**src/rtl/phys_pkg.sv**
```systemverilog
// Shared definitions for the player kinematics core: vertical state encoding,
// default arena geometry and the clamping adder used for both axes.
package phys_pkg;

  typedef enum logic {GROUND = 1'b0, AIR = 1'b1} vstate_t;

  localparam int ARENA_X_MIN   = 15;
  localparam int ARENA_X_MAX   = 75;
  localparam int ARENA_FLOOR_Y = 48;
  localparam int ARENA_CEIL_Y  = 4;

  // Add in full int precision, then clamp, so no intermediate value can wrap.
  function automatic int sat_add(int a, int b, int lo, int hi);
    int s;
    s = a + b;
    if (s < lo) return lo;
    if (s > hi) return hi;
    return s;
  endfunction

endpackage

```
**src/rtl/knockback_timer.sv**
```systemverilog
// Knockback request latch and duration counter. A pulse is held until the next
// game tick, which consumes it and starts (or restarts) the knockback window.
module knockback_timer #(
  parameter int KNOCK_TICKS = 4
) (
  input  logic clk,
  input  logic reset,
  input  logic tick,
  input  logic knock,
  input  logic knock_dir,
  output logic active,
  output logic dir,
  output logic consume
);

  localparam int CW = $clog2(KNOCK_TICKS + 1);

  logic          pend_q;
  logic          pend_dir_q;
  logic          dir_q;
  logic [CW-1:0] cnt_q;

  always_ff @(posedge clk or negedge reset) begin
    if (!reset) begin
      pend_q     <= 1'b0;
      pend_dir_q <= 1'b0;
      dir_q      <= 1'b0;
      cnt_q      <= '0;
    end else begin
      if (knock) begin
        pend_q     <= 1'b1;
        pend_dir_q <= knock_dir;
      end else if (tick) begin
        pend_q <= 1'b0;
      end
      // The consuming tick counts as the first of the KNOCK_TICKS moves.
      if (tick) begin
        if (pend_q) begin
          cnt_q <= CW'(KNOCK_TICKS - 1);
          dir_q <= pend_dir_q;
        end else if (cnt_q != '0) begin
          cnt_q <= cnt_q - CW'(1);
        end
      end
    end
  end

  assign consume = tick & pend_q;
  assign active  = (cnt_q != '0);
  assign dir     = pend_q ? pend_dir_q : dir_q;

endmodule

```
**src/rtl/player_physics_engine.sv**
```systemverilog
// One player's position and vertical velocity, advanced once per game tick:
// walk/knockback horizontally, jump/fall/land vertically.
module player_physics_engine
  import phys_pkg::*;
#(
  parameter int PLAYER_NO   = 0,
  parameter int X_W         = 7,
  parameter int Y_W         = 7,
  parameter int X_MIN       = ARENA_X_MIN,
  parameter int X_MAX       = ARENA_X_MAX,
  parameter int FLOOR_Y     = ARENA_FLOOR_Y,
  parameter int CEIL_Y      = ARENA_CEIL_Y,
  parameter int WALK_STEP   = 2,
  parameter int JUMP_VEL    = 8,
  parameter int GRAVITY     = 1,
  parameter int VMAX_DOWN   = 15,
  parameter int SPRITE_H    = 20,
  parameter int KNOCK_STEP  = 3,
  parameter int KNOCK_TICKS = 4
) (
  input  logic           clk,
  input  logic           reset,
  input  logic           tick,
  input  logic           move_left,
  input  logic           move_right,
  input  logic           jump,
  input  logic           colliding,
  input  logic [X_W-1:0] opp_x,
  input  logic [Y_W-1:0] opp_y,
  input  logic           knock,
  input  logic           knock_dir,
  output logic [X_W-1:0] pos_x,
  output logic [Y_W-1:0] pos_y,
  output logic [Y_W:0]   vel_y,
  output logic           airborne,
  output logic           knocked,
  output logic           landed
);

  localparam int VW = Y_W + 1;

  vstate_t               state_q;
  logic    [X_W-1:0]     x_q;
  logic    [Y_W-1:0]     y_q;
  logic signed [Y_W:0]   vy_q;
  logic                  landed_q;

  logic kn_active;
  logic kn_dir;
  logic kn_consume;

  knockback_timer #(
    .KNOCK_TICKS(KNOCK_TICKS)
  ) u_knock (
    .clk      (clk),
    .reset    (reset),
    .tick     (tick),
    .knock    (knock),
    .knock_dir(knock_dir),
    .active   (kn_active),
    .dir      (kn_dir),
    .consume  (kn_consume)
  );

  int dx;
  int x_n;
  int y_c;
  int v_c;
  int y_n;
  int v_n;
  int perch;
  int jump_y;

  always_comb begin
    dx = 0;
    if (kn_active || kn_consume) begin
      dx = kn_dir ? KNOCK_STEP : -KNOCK_STEP;
    end else if (move_left && !move_right && !(colliding && x_q > opp_x)) begin
      dx = -WALK_STEP;
    end else if (move_right && !move_left && !(colliding && x_q < opp_x)) begin
      dx = WALK_STEP;
    end
    x_n = sat_add(int'(x_q), dx, X_MIN, X_MAX);

    y_c    = int'(y_q);
    v_c    = int'(vy_q);
    y_n    = y_c + v_c;
    v_n    = v_c + GRAVITY;
    if (v_n > VMAX_DOWN) v_n = VMAX_DOWN;
    perch  = sat_add(int'(opp_y), -SPRITE_H, CEIL_Y, FLOOR_Y);
    jump_y = sat_add(y_c, -JUMP_VEL, CEIL_Y, FLOOR_Y);
  end

  always_ff @(posedge clk or negedge reset) begin
    if (!reset) begin
      x_q      <= X_W'((PLAYER_NO != 0) ? X_MAX : X_MIN);
      y_q      <= Y_W'(FLOOR_Y);
      vy_q     <= '0;
      state_q  <= GROUND;
      landed_q <= 1'b0;
    end else begin
      landed_q <= 1'b0;
      if (tick) begin
        x_q <= X_W'(x_n);
        case (state_q)
          GROUND: begin
            if (jump) begin
              y_q     <= Y_W'(jump_y);
              vy_q    <= VW'(GRAVITY - JUMP_VEL);
              state_q <= AIR;
            end else if (y_c != FLOOR_Y && !colliding) begin
              // Stepped off the opponent's head: start falling from rest.
              vy_q    <= '0;
              state_q <= AIR;
            end else begin
              vy_q <= '0;
            end
          end
          AIR: begin
            if (y_n >= FLOOR_Y) begin
              y_q      <= Y_W'(FLOOR_Y);
              vy_q     <= '0;
              state_q  <= GROUND;
              landed_q <= 1'b1;
            end else if (colliding && v_c > 0 && y_n >= perch) begin
              y_q      <= Y_W'(perch);
              vy_q     <= '0;
              state_q  <= GROUND;
              landed_q <= 1'b1;
            end else if (y_n <= CEIL_Y) begin
              y_q  <= Y_W'(CEIL_Y);
              vy_q <= '0;
            end else begin
              y_q  <= Y_W'(y_n);
              vy_q <= VW'(v_n);
            end
          end
          default: state_q <= GROUND;
        endcase
      end
    end
  end

  assign pos_x    = x_q;
  assign pos_y    = y_q;
  assign vel_y    = vy_q;
  assign airborne = (state_q == AIR);
  assign knocked  = kn_active;
  assign landed   = landed_q;

endmodule

```
**config.mk**
```make
export PLATFORM = sky130hd
export DESIGN_NAME = player_physics_engine
export DESIGN_NICKNAME = d
export VERILOG_FILES = /design/src/rtl/phys_pkg.sv /design/src/rtl/knockback_timer.sv /design/src/rtl/player_physics_engine.sv
export SDC_FILE = /design/constraint.sdc
export NUM_CORES = 1
export LEC_CHECK = 0
export CAP_MARGIN = 20
export CORE_MARGIN = 5
export CORE_UTILIZATION = 35
export CTS_CLUSTER_SIZE = 8
export DETAILED_ROUTE_END_ITERATION = 8
export PLACE_DENSITY = 0.56
export SKIP_CTS_REPAIR_TIMING = 1
export SYNTH_ARGS = -nofsm -noshare
export SYNTH_HDL_FRONTEND = slang
export SYNTH_SLANG_ARGS = --single-unit
```
**constraint.sdc**
```tcl
create_clock -name clk -period 4.4 [get_ports clk]
set_clock_uncertainty 0.2 [all_clocks]
set_input_delay 0.88 -clock clk [delete_from_list [all_inputs] [get_ports clk]]
set_output_delay 0.88 -clock clk [all_outputs]
set_load 0.01 [all_outputs]
```
### After elaboration in Yosys (flattened, before gate mapping)

Index checks and enable logic that the tools add are counted.

| word-level totals | value |
|---|---|
| word-level logic and storage cells | 102 |
| flip-flop bits (word level) | 30 |
| bits of input ports | 23 |

| operators by class | value |
|---|---|
| add/subtract/negate cells | 6 |
| order comparisons | 13 |
| mux-type cells | 50 |
| eq/ne operators | 2 |
| reductions and logical operators | 20 |
| bitwise logic cells | 2 |

Operator list:

| cell | count |
|---|---|
| 32-bit two-way mux | 6 |
| 7-bit two-way mux | 9 |
| 8-bit two-way mux | 5 |
| 8-bit by 32-bit adder with 32-bit output | 1 |
| 9-bit by 32-bit >= comparator with 1-bit output | 1 |
| 32-bit by 8-bit greater-than comparator with 1-bit output, second input constant | 1 |
| 32-bit by 5-bit less-than comparator with 1-bit output, second input constant | 1 |
| 1-bit two-way mux | 20 |
| 9-bit by 7-bit greater-than comparator with 1-bit output, second input constant | 2 |
| 9-bit by 4-bit less-than comparator with 1-bit output, second input constant | 2 |
| 8-bit one-hot mux with 2 select lines | 1 |
| 7-bit one-hot mux with 2 select lines | 1 |
| 3-bit two-way mux | 4 |
| 8-bit by 2-bit adder with 9-bit output, second input constant | 1 |
| 8-bit by 4-bit adder with 9-bit output, second input constant | 1 |
| 8-bit by 6-bit adder with 9-bit output, second input constant | 1 |
| 8-bit by 8-bit adder with 9-bit output | 1 |
| 9-bit by 7-bit >= comparator with 1-bit output, second input constant | 1 |
| 9-bit by 5-bit greater-than comparator with 1-bit output, second input constant | 1 |
| 9-bit by 4-bit less-or-equal comparator with 1-bit output, second input constant | 1 |
| 1-bit logical AND | 9 |
| 8-bit by 1-bit greater-than comparator with 1-bit output, second input constant | 1 |
| 7-bit greater-than comparator | 1 |
| 7-bit less-than comparator | 1 |
| other kinds (14) | 20 |

### Longest topological paths before layout

Gate-level depths: netlist of run 1.

| logic depth | value |
|---|---|
| depth after elaboration | 13 |
| depth in mapped cells | 22 |

### By module

From an unflattened synthesis of run 1, not the netlist that was laid out.

| unflattened totals | value |
|---|---|
| cell total of the unflattened synthesis | 461 |
| area, all modules | 3806.2 sq um |

Modules (own cells, without submodules):

| module | area an instance (sq um) | seq. area each (sq um) | times used | cells an instance |
|---|---|---|---|---|
| player_physics_engine | 3503.4 | 608.1 | 1 | 434 |
| knockback_timer | 302.8 | 150.1 | 1 | 27 |

### Worst setup path before layout of run 1

No wires, ideal clock.

| path | value |
|---|---|
| path type | input-to-reg |
| start point | input opp_x[2] |
| end point | register x_q[5], in the netlist pos_x[5] |
| stages | 20 |
| path slack | -0.771 ns |
| arrival | 4.905 ns |
| cells stage by stage | inv_1 ha_1 a21oi_1 a21oi_1 nor3_1 o21a_1 o31a_1 inv_1 fa_1 and2b_1 o31ai_2 a21oi_2 a21oi_1 or2_2 ha_1 nor4b_1 nand3b_1 or3_1 nor4_2 a22o_1 |

| on the way | value |
|---|---|
| cells in the longest elaborated chain, start to end | 13 |
| elaborated cells on any way between the ends | 19 |
| those cells by class | add/sub: 1; order compare: 4; mux: 8; reduce/logical: 6 |

Ends and longest elaborated chain:

| what | RTL line | RTL |
|---|---|---|
| start, declared | player_physics_engine.sv:28 | `input logic [X_W-1:0] opp_x,` |
| 7-bit less-than comparator | player_physics_engine.sv:80 | `end else if (move_right && !move_left && !(colliding && x_q < opp_x)) begin` |
| 1-bit logical AND | player_physics_engine.sv:80 |  |
| 1-bit zero test | player_physics_engine.sv:80 |  |
| 1-bit logical AND | player_physics_engine.sv:80 |  |
| 2-bit two-way mux | player_physics_engine.sv:80 |  |
| 32-bit two-way mux (*) | player_physics_engine.sv:78 | `end else if (move_left && !move_right && !(colliding && x_q > opp_x)) begin` |
| 32-bit two-way mux (*) | player_physics_engine.sv:76 | `if (kn_active \|\| kn_consume) begin` |
| 8-bit by 32-bit adder with 32-bit output (*) | phys_pkg.sv:15 | `s = a + b;` |
| 32-bit by 8-bit greater-than comparator with 1-bit output | phys_pkg.sv:17 | `if (s > hi) return hi;` |
| 1-bit two-way mux (2 in series) | phys_pkg.sv:17 |  |
| 7-bit two-way mux | phys_pkg.sv:18 | `return s;` |
| 7-bit two-way mux (*) | phys_pkg.sv:17 |  |
| end signal, assigned | player_physics_engine.sv:96 | `x_q <= X_W'((PLAYER_NO != 0) ? X_MAX : X_MIN);` |
| end signal, assigned | player_physics_engine.sv:104 | `x_q <= X_W'(x_n);` |
| end, declared | player_physics_engine.sv:43 | `logic [X_W-1:0] x_q;` |

Mark *: on every way between the ends. The rest lies on a longest branch, timed or not. The select of a mux whose other input is x is not followed.
A chain may end at the register's enable or synchronous reset.

### Final worst setup path of run 1

| path | value |
|---|---|
| start point | input opp_x[6] |
| end point | register x_q[5], in the netlist pos_x[5] |

The elaborated chain is that of the path after synthesis.

==> results, run 1 <==
- The flow ran to the end, but the final reports show violations.
- The final reports fail on negative setup slack.
- The number of warnings reported in the yosys synthesis log is 0.
- Of all nets on the critical path, the largest fanout is 4.
- The worst register-to-register path has a setup slack of -0.30 ns.
- In the synthesized netlist, the number of instances is approximately 460.
- Data arrives at the worst endpoint at 4.91 ns.
- The highest layer touched by signal routing is met4.
- The proportion of register bits with asynchronous set or reset after synthesis is 1.00.
- Wires add up to 11300 um.
- After layout, the minimum clock period comes to 4.89 ns.
- The number of failing setup endpoints in the final timing report is 7.
- For this run, the detailed router's first-pass iteration total came to 4.
- The placed instances occupy a cell area of 4990 um^2.
- Of the cells placed in the final design, the portion with a size suffix greater than 1 is 0.264.
- The part of the cycle the worst path needs is 1.11.
- Clock tree synthesis inserted a total of 5 buffers.
- The initial antenna violation count is 0.
- The post-synthesis area per instance is 8.15 um^2.
- The total met3 wirelength after detailed routing is slightly above 500 um.
- In this run the clock root is driven by a sky130_fd_sc_hd__clkbuf_8.
- The tree built by TritonCTS fans out to 30 sinks.
- The minimum hold slack is 0.346 ns.
- The routed layout has roughly 3900 vias.
- Setup repair after global routing could not meet its margin everywhere.
- The total of max-cap violations is 0.
- The detailed router finished its first iteration with 190 violations.
- The final net count is 649.
- The floorplan step set the die height to 113 um.
- The total negative slack for setup checks is -2.94 ns.
- The number of H-tree branching levels is 2.
- The number of library cell types mapped by synthesis is 74.
- The startpoint-to-endpoint class of the critical path is in2reg.
- For the pin with the worst max-slew slack, the measured transition is about 0.69 ns.
- At the end of routability-driven placement, the weighted congestion stood at 0.893.
- Summed over all cells, the static leakage comes to 2.31 nW.
- The final max-slew violation count is 0.
- In this run the cell area of the synthesized design comes to roughly 3700 um^2.
- Detailed placement ended at an HPWL of 8960 um.
- The number of placed I/O pins is 48.
- The combined global-route utilization of all metal layers is 0.173.
- The number of rows in the core area is 37.
- In this run the horizontal extent of the chip is 113 um.
- The layout has 991 filler cells.
- Clock-pin slew was measured on the worst setup and hold paths at 0.07 ns.
- The die covers 12800 um^2.
- The leftover overflow at the end of global routing is 0.
- After detailed routing, the met2 layer carries 5590 um of wire.
- The clock latency on the worst-skew pair is 0.28 ns.
- The count of antenna-violating nets left after detailed routing is 0.
- Counting flops and latches in the post-synthesis netlist gives 30.
- TritonCTS built the clock tree.
- The ratio of total power to cell area is 609 nW/um^2.
- In the routed layout, each cell is associated on average with a via count of 5.50.
- In the routed design, unresolved DRC markers number 0.
- After routing the design area is approximately 5200 um^2.
- Across all setup checks in the final design, the least slack found is -0.492 ns.
- The main flop type after synthesis is sky130_fd_sc_hd__dfrtp_1.
- The required time of the critical path is 4.42 ns.
- The number of diodes added for antenna fixing is 0.
- The starting utilization of the core area is 0.360.
- Along the worst hold path, the cell count comes to 1.
- The kind of capture point of the worst setup path is a flop.
- The worst max-slew margin expressed relative to the limit is 0.538.
- The synthesized design contains 0 enable-type register cells.
- In this run the worst hold path is classified as reg2reg.
- The maximum clock insertion buffer count is 2.
- From synthesis to final layout, the design area changed by 40.4%.
- The total of buffers placed on input and output ports is between 40 and 50.
- Dividing the detail-routed wire length by the instance count gives 16.0 um.
- The core region is 10400 um^2.
- STA classifies the critical path startpoint as a primary input.
- Based on the critical path, the design can be clocked at up to 204 MHz.
- The first-pass GRT wire length is roughly 18000 um.
- The worst vdd rail ir drop is 303 uV.
- Entering global routing, the biggest net connects 31 pins.
- The met1 wire length is 5090 um.
- The number of global-route vias before repair came to between 3000 and 4000.
- The share of synthesized area occupied by flip-flops and latches is 0.203.
- Counting cells, the worst reg-to-reg path comes to 20.
- The number of failing hold endpoints at the final stage is 0.
==> layer usage <==
layer,vias up,track usage
met1,1883,0.226
li1,1925,-
met2,81,0.301
met4,0,0.0377
met5,-,0
met3,12,0.0267
==> final timing paths <==
check                         startpoint             to
setup / recovery                opp_x[6]       pos_x[5]
hold / removal             u_knock.dir_q  u_knock.dir_q
setup reg to reg                pos_x[2]       pos_x[5]
hold reg to reg            u_knock.dir_q  u_knock.dir_q
max in group asynchronous          reset       pos_x[2]
min in group asynchronous          reset       vel_y[2]
==> cell usage in the layout (no fill, tap or decap), types with 8 or more instances in the layout <==
cell,instances
sky130_fd_sc_hd__buf_4,69
sky130_fd_sc_hd__inv_1,39
sky130_fd_sc_hd__ha_1,39
sky130_fd_sc_hd__clkdlybuf4s50_1,39
sky130_fd_sc_hd__a21oi_1,36
sky130_fd_sc_hd__o21ai_0,30
sky130_fd_sc_hd__nor2_1,26
sky130_fd_sc_hd__dfrtp_1,24
sky130_fd_sc_hd__nand2_1,21
sky130_fd_sc_hd__ha_4,12
sky130_fd_sc_hd__nand3_1,9
sky130_fd_sc_hd__nor3_1,9
sky130_fd_sc_hd__nor2b_1,8
sky130_fd_sc_hd__o21a_1,8
sky130_fd_sc_hd__a22oi_1,8
==> layout make-up <==
type	instances	area (um^2)	area share
Sequential cell	30	758	0.145
Timing Repair Buffer	116	983	0.188
Tap cell	136	170	0.0325
Clock buffer	7	86.3	0.0165
Inverter	47	198	0.0377
Clock inverter	1	5.00	0.000955
Multi-Input combinational cell	372	3040	0.580
==> cells by family (layout without fill, tap and decap cells) <==
group | count (synthesis) | in the layout | share of synthesized area
compound gates | 164 | 164 | 0.299
simple gates | 138 | 138 | 0.216
buf+inv | 58 | 171 | 0.0603
fa+ha+maj | 54 | 54 | 0.185
flops | 30 | 30 | 0.203
xor+xnor | 7 | 7 | 0.0184
mux | 6 | 6 | 0.0171
other cells | 1 | 3 | 0.00100
==> worst max-delay path: stages <==
cell	delay, ns
sky130_fd_sc_hd__buf_4	0.11
sky130_fd_sc_hd__inv_8	0.03
sky130_fd_sc_hd__ha_4	0.26
sky130_fd_sc_hd__nand4_1	0.13
sky130_fd_sc_hd__a21oi_2	0.18
sky130_fd_sc_hd__nor3_4	0.08
sky130_fd_sc_hd__o21a_1	0.17
sky130_fd_sc_hd__o31a_1	0.33
sky130_fd_sc_hd__buf_4	0.15
sky130_fd_sc_hd__inv_2	0.05
sky130_fd_sc_hd__fa_2	0.19
sky130_fd_sc_hd__and2b_2	0.24
sky130_fd_sc_hd__o31ai_4	0.27
sky130_fd_sc_hd__a21oi_2	0.12
sky130_fd_sc_hd__buf_4	0.16
sky130_fd_sc_hd__a21oi_2	0.14
sky130_fd_sc_hd__ha_2	0.18
sky130_fd_sc_hd__nor4b_4	0.20
sky130_fd_sc_hd__nand3b_1	0.13
sky130_fd_sc_hd__or3_4	0.39
sky130_fd_sc_hd__nor4_4	0.34
sky130_fd_sc_hd__a22o_1	0.17
==> registers in the layout (all words and copies together), names as in the netlist <==
name                flops
airborne                1
landed                  1
vel_y                   8
u_knock.dir_q           1
pos_y                   7
u_knock.pend_q          1
u_knock.pend_dir_q      1
pos_x                   7
u_knock.cnt_q           3
==> synthesized netlist by cell type (all sizes together), types with 5 or more instances <==
| library cell | instances | area share |
|---|---|---|
| a211oi | 7 | 0.017 |
| a21o | 7 | 0.014 |
| a21oi | 42 | 0.057 |
| a22oi | 8 | 0.016 |
| a31oi | 6 | 0.010 |
| and2 | 7 | 0.012 |
| and3 | 5 | 0.0084 |
| buf | 6 | 0.0080 |
| clkbuf | 5 | 0.0050 |
| dfrtp | 24 | 0.16 |
| dfstp | 6 | 0.042 |
| ha | 52 | 0.17 |
| inv | 47 | 0.047 |
| nand2 | 21 | 0.021 |
| nand2b | 6 | 0.012 |
| nand3 | 9 | 0.012 |
| nand3b | 5 | 0.010 |
| nor2 | 28 | 0.030 |
| nor2b | 9 | 0.015 |
| nor3 | 11 | 0.015 |
| nor3b | 5 | 0.010 |
| o211ai | 6 | 0.012 |
| o21a | 8 | 0.016 |
| o21ai | 35 | 0.047 |
| o22ai | 5 | 0.010 |
| or2 | 6 | 0.010 |
| or3 | 5 | 0.0084 |
==> power by group <==
part	internal (W)	switching, W	total, W	leakage (nW)
Clock	0.000126	0.000108	0.000234	0.0482
Sequential	0.000363	0.000144	0.000507	0.360
Combinational	0.00117	0.00128	0.00245	1.91
==> stage by stage <==
stage | cells | setup WS (ns) | power (W) | util
CTS | 702 | -0.711 | 0.00307 | 0.490
floorplan | 460 | -0.521 | 0.00198 | -
global route | 709 | -0.662 | 0.00347 | 0.505
finish | 709 | -0.492 | 0.00319 | 0.505
global placement | 694 | -0.896 | 0.00278 | 0.481
detailed placement | 694 | -1.00 | 0.00281 | 0.481
(Power assumes the default switching activity.)
==> run 2: changes to the inputs <==
--- a/config.mk
+++ b/config.mk
@@ -13,2 +13,3 @@
 export PLACE_DENSITY = 0.56
+export REMOVE_ABC_BUFFERS = 1
 export SKIP_CTS_REPAIR_TIMING = 1
--- a/constraint.sdc
+++ b/constraint.sdc
@@ -4,2 +4,2 @@
 set_output_delay 0.88 -clock clk [all_outputs]
-set_load 0.01 [all_outputs]
+set_load 0.02 [all_outputs]
==> run 2 against run 1 <==
The run still ends with negative setup slack left. Clock power down 2%. Power down 3.3%. Die area unchanged. Largest cell class unchanged. Hold slack worse by 0.0014 ns. Fmax up 4.7%. Register-to-register slack better by 0.20 ns. Largest power group unchanged. Combinational power down 4%. Sequential share of layout area up 0.55 points.
==> results, run 2 (synthesis gave the netlist of run 1 again) <==
- The floorplan die width is 113 um (unchanged).
- The via count was 3822 (-2.0%).
- The top cell types in the final layout, fill and taps aside, are sky130_fd_sc_hd__buf_4 (64), sky130_fd_sc_hd__ha_1 (44), sky130_fd_sc_hd__inv_1 (39), sky130_fd_sc_hd__clkdlybuf4s50_1 (39), sky130_fd_sc_hd__a21oi_1 (37).
- The data arrival time of the worst path is 4.70 ns (-0.21 ns).
- The starting utilization of the core area came to 0.360 (unchanged).
- The peak clock frequency supported by timing is 214 MHz (+4.7%).
- The kind of cell adding the most delay to the critical path is compound AO/OA/AOI/OAI gates.
- The slack of the critical path was -0.274 ns (+0.218 ns).
- The number of clock sinks came to 30 (unchanged).
- The min-delay analysis places its worst path in the category reg2reg.
- The worst max-slew margin expressed relative to the limit is 0.586 (+0.0473).
- The first-pass GRT wire length was 18000 um (-2.4%).
- The clock period minus worst slack is 4.67 ns (-0.218 ns).
- The kind of capture point of the worst setup path is a flop.
- The number of placed I/O pins came to 48 (unchanged).
- The count of antenna-violating nets left after detailed routing is 0 (unchanged).
- The final routed DRC violation total came to 0 (unchanged).
- The number of H-tree branching levels is 2 (unchanged).
- The clock latency on the worst-skew pair was 0.28 ns (about the same).
- The footprint of the multi-input gates is 2890 um^2 (-4.8%).
- The combined global-route utilization of all metal layers is 0.170 (-0.00353).
- The total negative slack for setup checks is -1.67 ns (+1.27 ns).
- The number of clock buffers inserted by TritonCTS is 5 (unchanged).
- The startpoint identified for the worst register-to-register timing path is pos_x[2].
- The cell leakage power came to 2.27 nW (-1.9%).
- The DRC violation total after the first TritonRoute iteration is 145 (-24%).
- The maximum fanout encountered on the critical timing path is 4 (unchanged).
- The total of buffers placed on input and output ports is 47 (unchanged).
- The nature of the critical path startpoint is a primary input.
- The number of diodes added for antenna fixing is 0 (unchanged).
- The required time of the critical path is 4.43 ns (about the same).
- The maximum clock insertion buffer count came to 2 (unchanged).
- The number of failing setup endpoints in the final timing report is 7 (unchanged).
- The cell with the largest stage delay on the worst path is sky130_fd_sc_hd__or3_1.
- The cell sitting at the root of the clock tree is a sky130_fd_sc_hd__clkbuf_8.
- The number of buffers and inverters on the critical path is 5 (unchanged).
- TritonCTS built the clock tree.
- The number of rows in the core area is 37 (unchanged).
- The flip-flop count of the largest register, all copies and words added was 8 (unchanged).
- The wire length per cell after detailed routing is 15.4 um (-3.3%).
- The number of failing hold endpoints at the final stage was 0 (unchanged).
- The post-placement setup slack is -1.20 ns (-0.201 ns).
- Compared with the post-synthesis result, the final layout area differs by 35.2%.
- The vertical die dimension is 113 um (unchanged).
- The ratio of total power to cell area is 612 nW/um^2 (+0.40%).
- The register area came to 758 um^2 (unchanged).
- The final net count is 645 (-0.62%).
- The worst stage delay on the critical path is 0.39 ns (about the same).
- The worst min-delay path startpoint is u_knock.dir_q.
- The total die area is 12800 um^2 (unchanged).
- The layout cell share with drive strength beyond 1 was 0.237 (-0.0263).
- The slew at the pin closest to its max-slew limit is 0.622 ns (-0.0638 ns).
- The number of global-route vias before repair is 3771 (-2.4%).
- The part of the cycle the worst path needs is 1.06 (-0.0495).
- The checks that failed: negative setup slack.
- Walking the worst path, the cells encountered are buf_8 -> inv_6 -> ha_4 -> a21oi_2 -> a21oi_2 -> nor3_2 -> buf_4 -> a21oi_2 -> o31a_1 -> buf_4 -> ha_4 -> a211o_1 -> a31o_1 -> o31a_1 -> o21ai_1 -> ha_1 -> and4_1 -> nand2_1 -> or3_1 -> nor4_2 -> buf_4 -> a22o_1.
- The iteration count of the initial detailed-routing pass is 4 (unchanged).
- Leaving out fill and tap cells, the most frequent cell in the layout is sky130_fd_sc_hd__buf_4.
- The total core area was 10400 um^2 (unchanged).
- The final wirelength came to 10900 um (-3.9%).
- The pin count of the biggest net entering global routing is 31 (unchanged).
- Setup repair after global routing could not meet its margin everywhere.
- The launch point of the critical path is opp_x[2].
- The clock-pin slew on the worst setup and hold paths was 0.07 ns (about the same).
- The initial antenna violation count is 0 (unchanged).
- The total of max-cap violations is 0 (unchanged).
- The critical path in this run is classified as in2reg.
- The final max-slew violation count was 0 (unchanged).
- The leftover overflow at the end of global routing is 0 (unchanged).
- The run finished, with violations left.
- The via density per instance is 5.42 (-1.5%).
- The filler cell count in the final layout came to 1024 (+3.3%).
- The worst vdd rail ir drop is 291 uV (-3.9%).
- The detailed placer's ending HPWL is 8730 um (-2.6%).
- The global placement routability congestion is 0.889 (-0.48%).
[run 2: area by class of cell]
cell class,instances,area share
clock inverter,1,0.000991
inverter,47,0.0359
multi-input combinational,372,0.573
timing repair buffer,112,0.189
clock buffer,7,0.0171
tap,136,0.0337
sequential,30,0.150
[run 2: where the power goes]
part           total, W  leakage [nW]  switching (W)  internal [W]
Clock          0.000230        0.0482       0.000104      0.000126
Sequential     0.000498         0.360       0.000135      0.000363
Combinational   0.00236          1.86        0.00125       0.00111
[run 2: worst paths after layout]
check	end	slack, ns	cells past startpoint
max	pos_x[5]	-0.27	22
min	u_knock.dir_q	0.34	1
max reg2reg	pos_x[5]	-0.10	20
min reg2reg	u_knock.dir_q	0.34	1
max in group asynchronous	pos_y[4]	2.88	2
min in group asynchronous	vel_y[1]	0.80	2
[run 2: per-stage QoR]
step	total power, W	instance area (um^2)	hold WS [ns]	utilization	std cells
floorplan	0.00197	3690	0.295	-	449
global placement	0.00279	4810	0.308	0.464	696
detailed placement	0.00281	4810	0.336	0.464	696
CTS	0.00306	4900	0.350	0.473	704
global route	0.00339	5050	0.370	0.487	705
finish	0.00309	5050	0.344	0.487	705
[run 2: layer usage]
layer / wire, um / vias to the layer above / track usage
li1: - / 1928 / -
met1: 5170 / 1816 / 0.225
met2: 5130 / 65 / 0.287
met3: 413 / 13 / 0.0241
met4: 162 / 0 / 0.0481
met5: 0 / - / 0
[run 2: worst register-to-register path: stages (launching register included)]
cell and delay, ns:
sky130_fd_sc_hd__dfstp_2 0.56, sky130_fd_sc_hd__ha_4 0.21, sky130_fd_sc_hd__a21oi_2 0.15, sky130_fd_sc_hd__a21oi_2 0.07, sky130_fd_sc_hd__nor3_2 0.20, sky130_fd_sc_hd__buf_4 0.15, sky130_fd_sc_hd__a21oi_2 0.04, sky130_fd_sc_hd__o31a_1 0.31
sky130_fd_sc_hd__buf_4 0.15, sky130_fd_sc_hd__ha_4 0.23, sky130_fd_sc_hd__a211o_1 0.30, sky130_fd_sc_hd__a31o_1 0.24, sky130_fd_sc_hd__o31a_1 0.31, sky130_fd_sc_hd__o21ai_1 0.15, sky130_fd_sc_hd__ha_1 0.14, sky130_fd_sc_hd__and4_1 0.15
sky130_fd_sc_hd__nand2_1 0.06, sky130_fd_sc_hd__or3_1 0.39, sky130_fd_sc_hd__nor4_2 0.13, sky130_fd_sc_hd__buf_4 0.17, sky130_fd_sc_hd__a22o_1 0.12
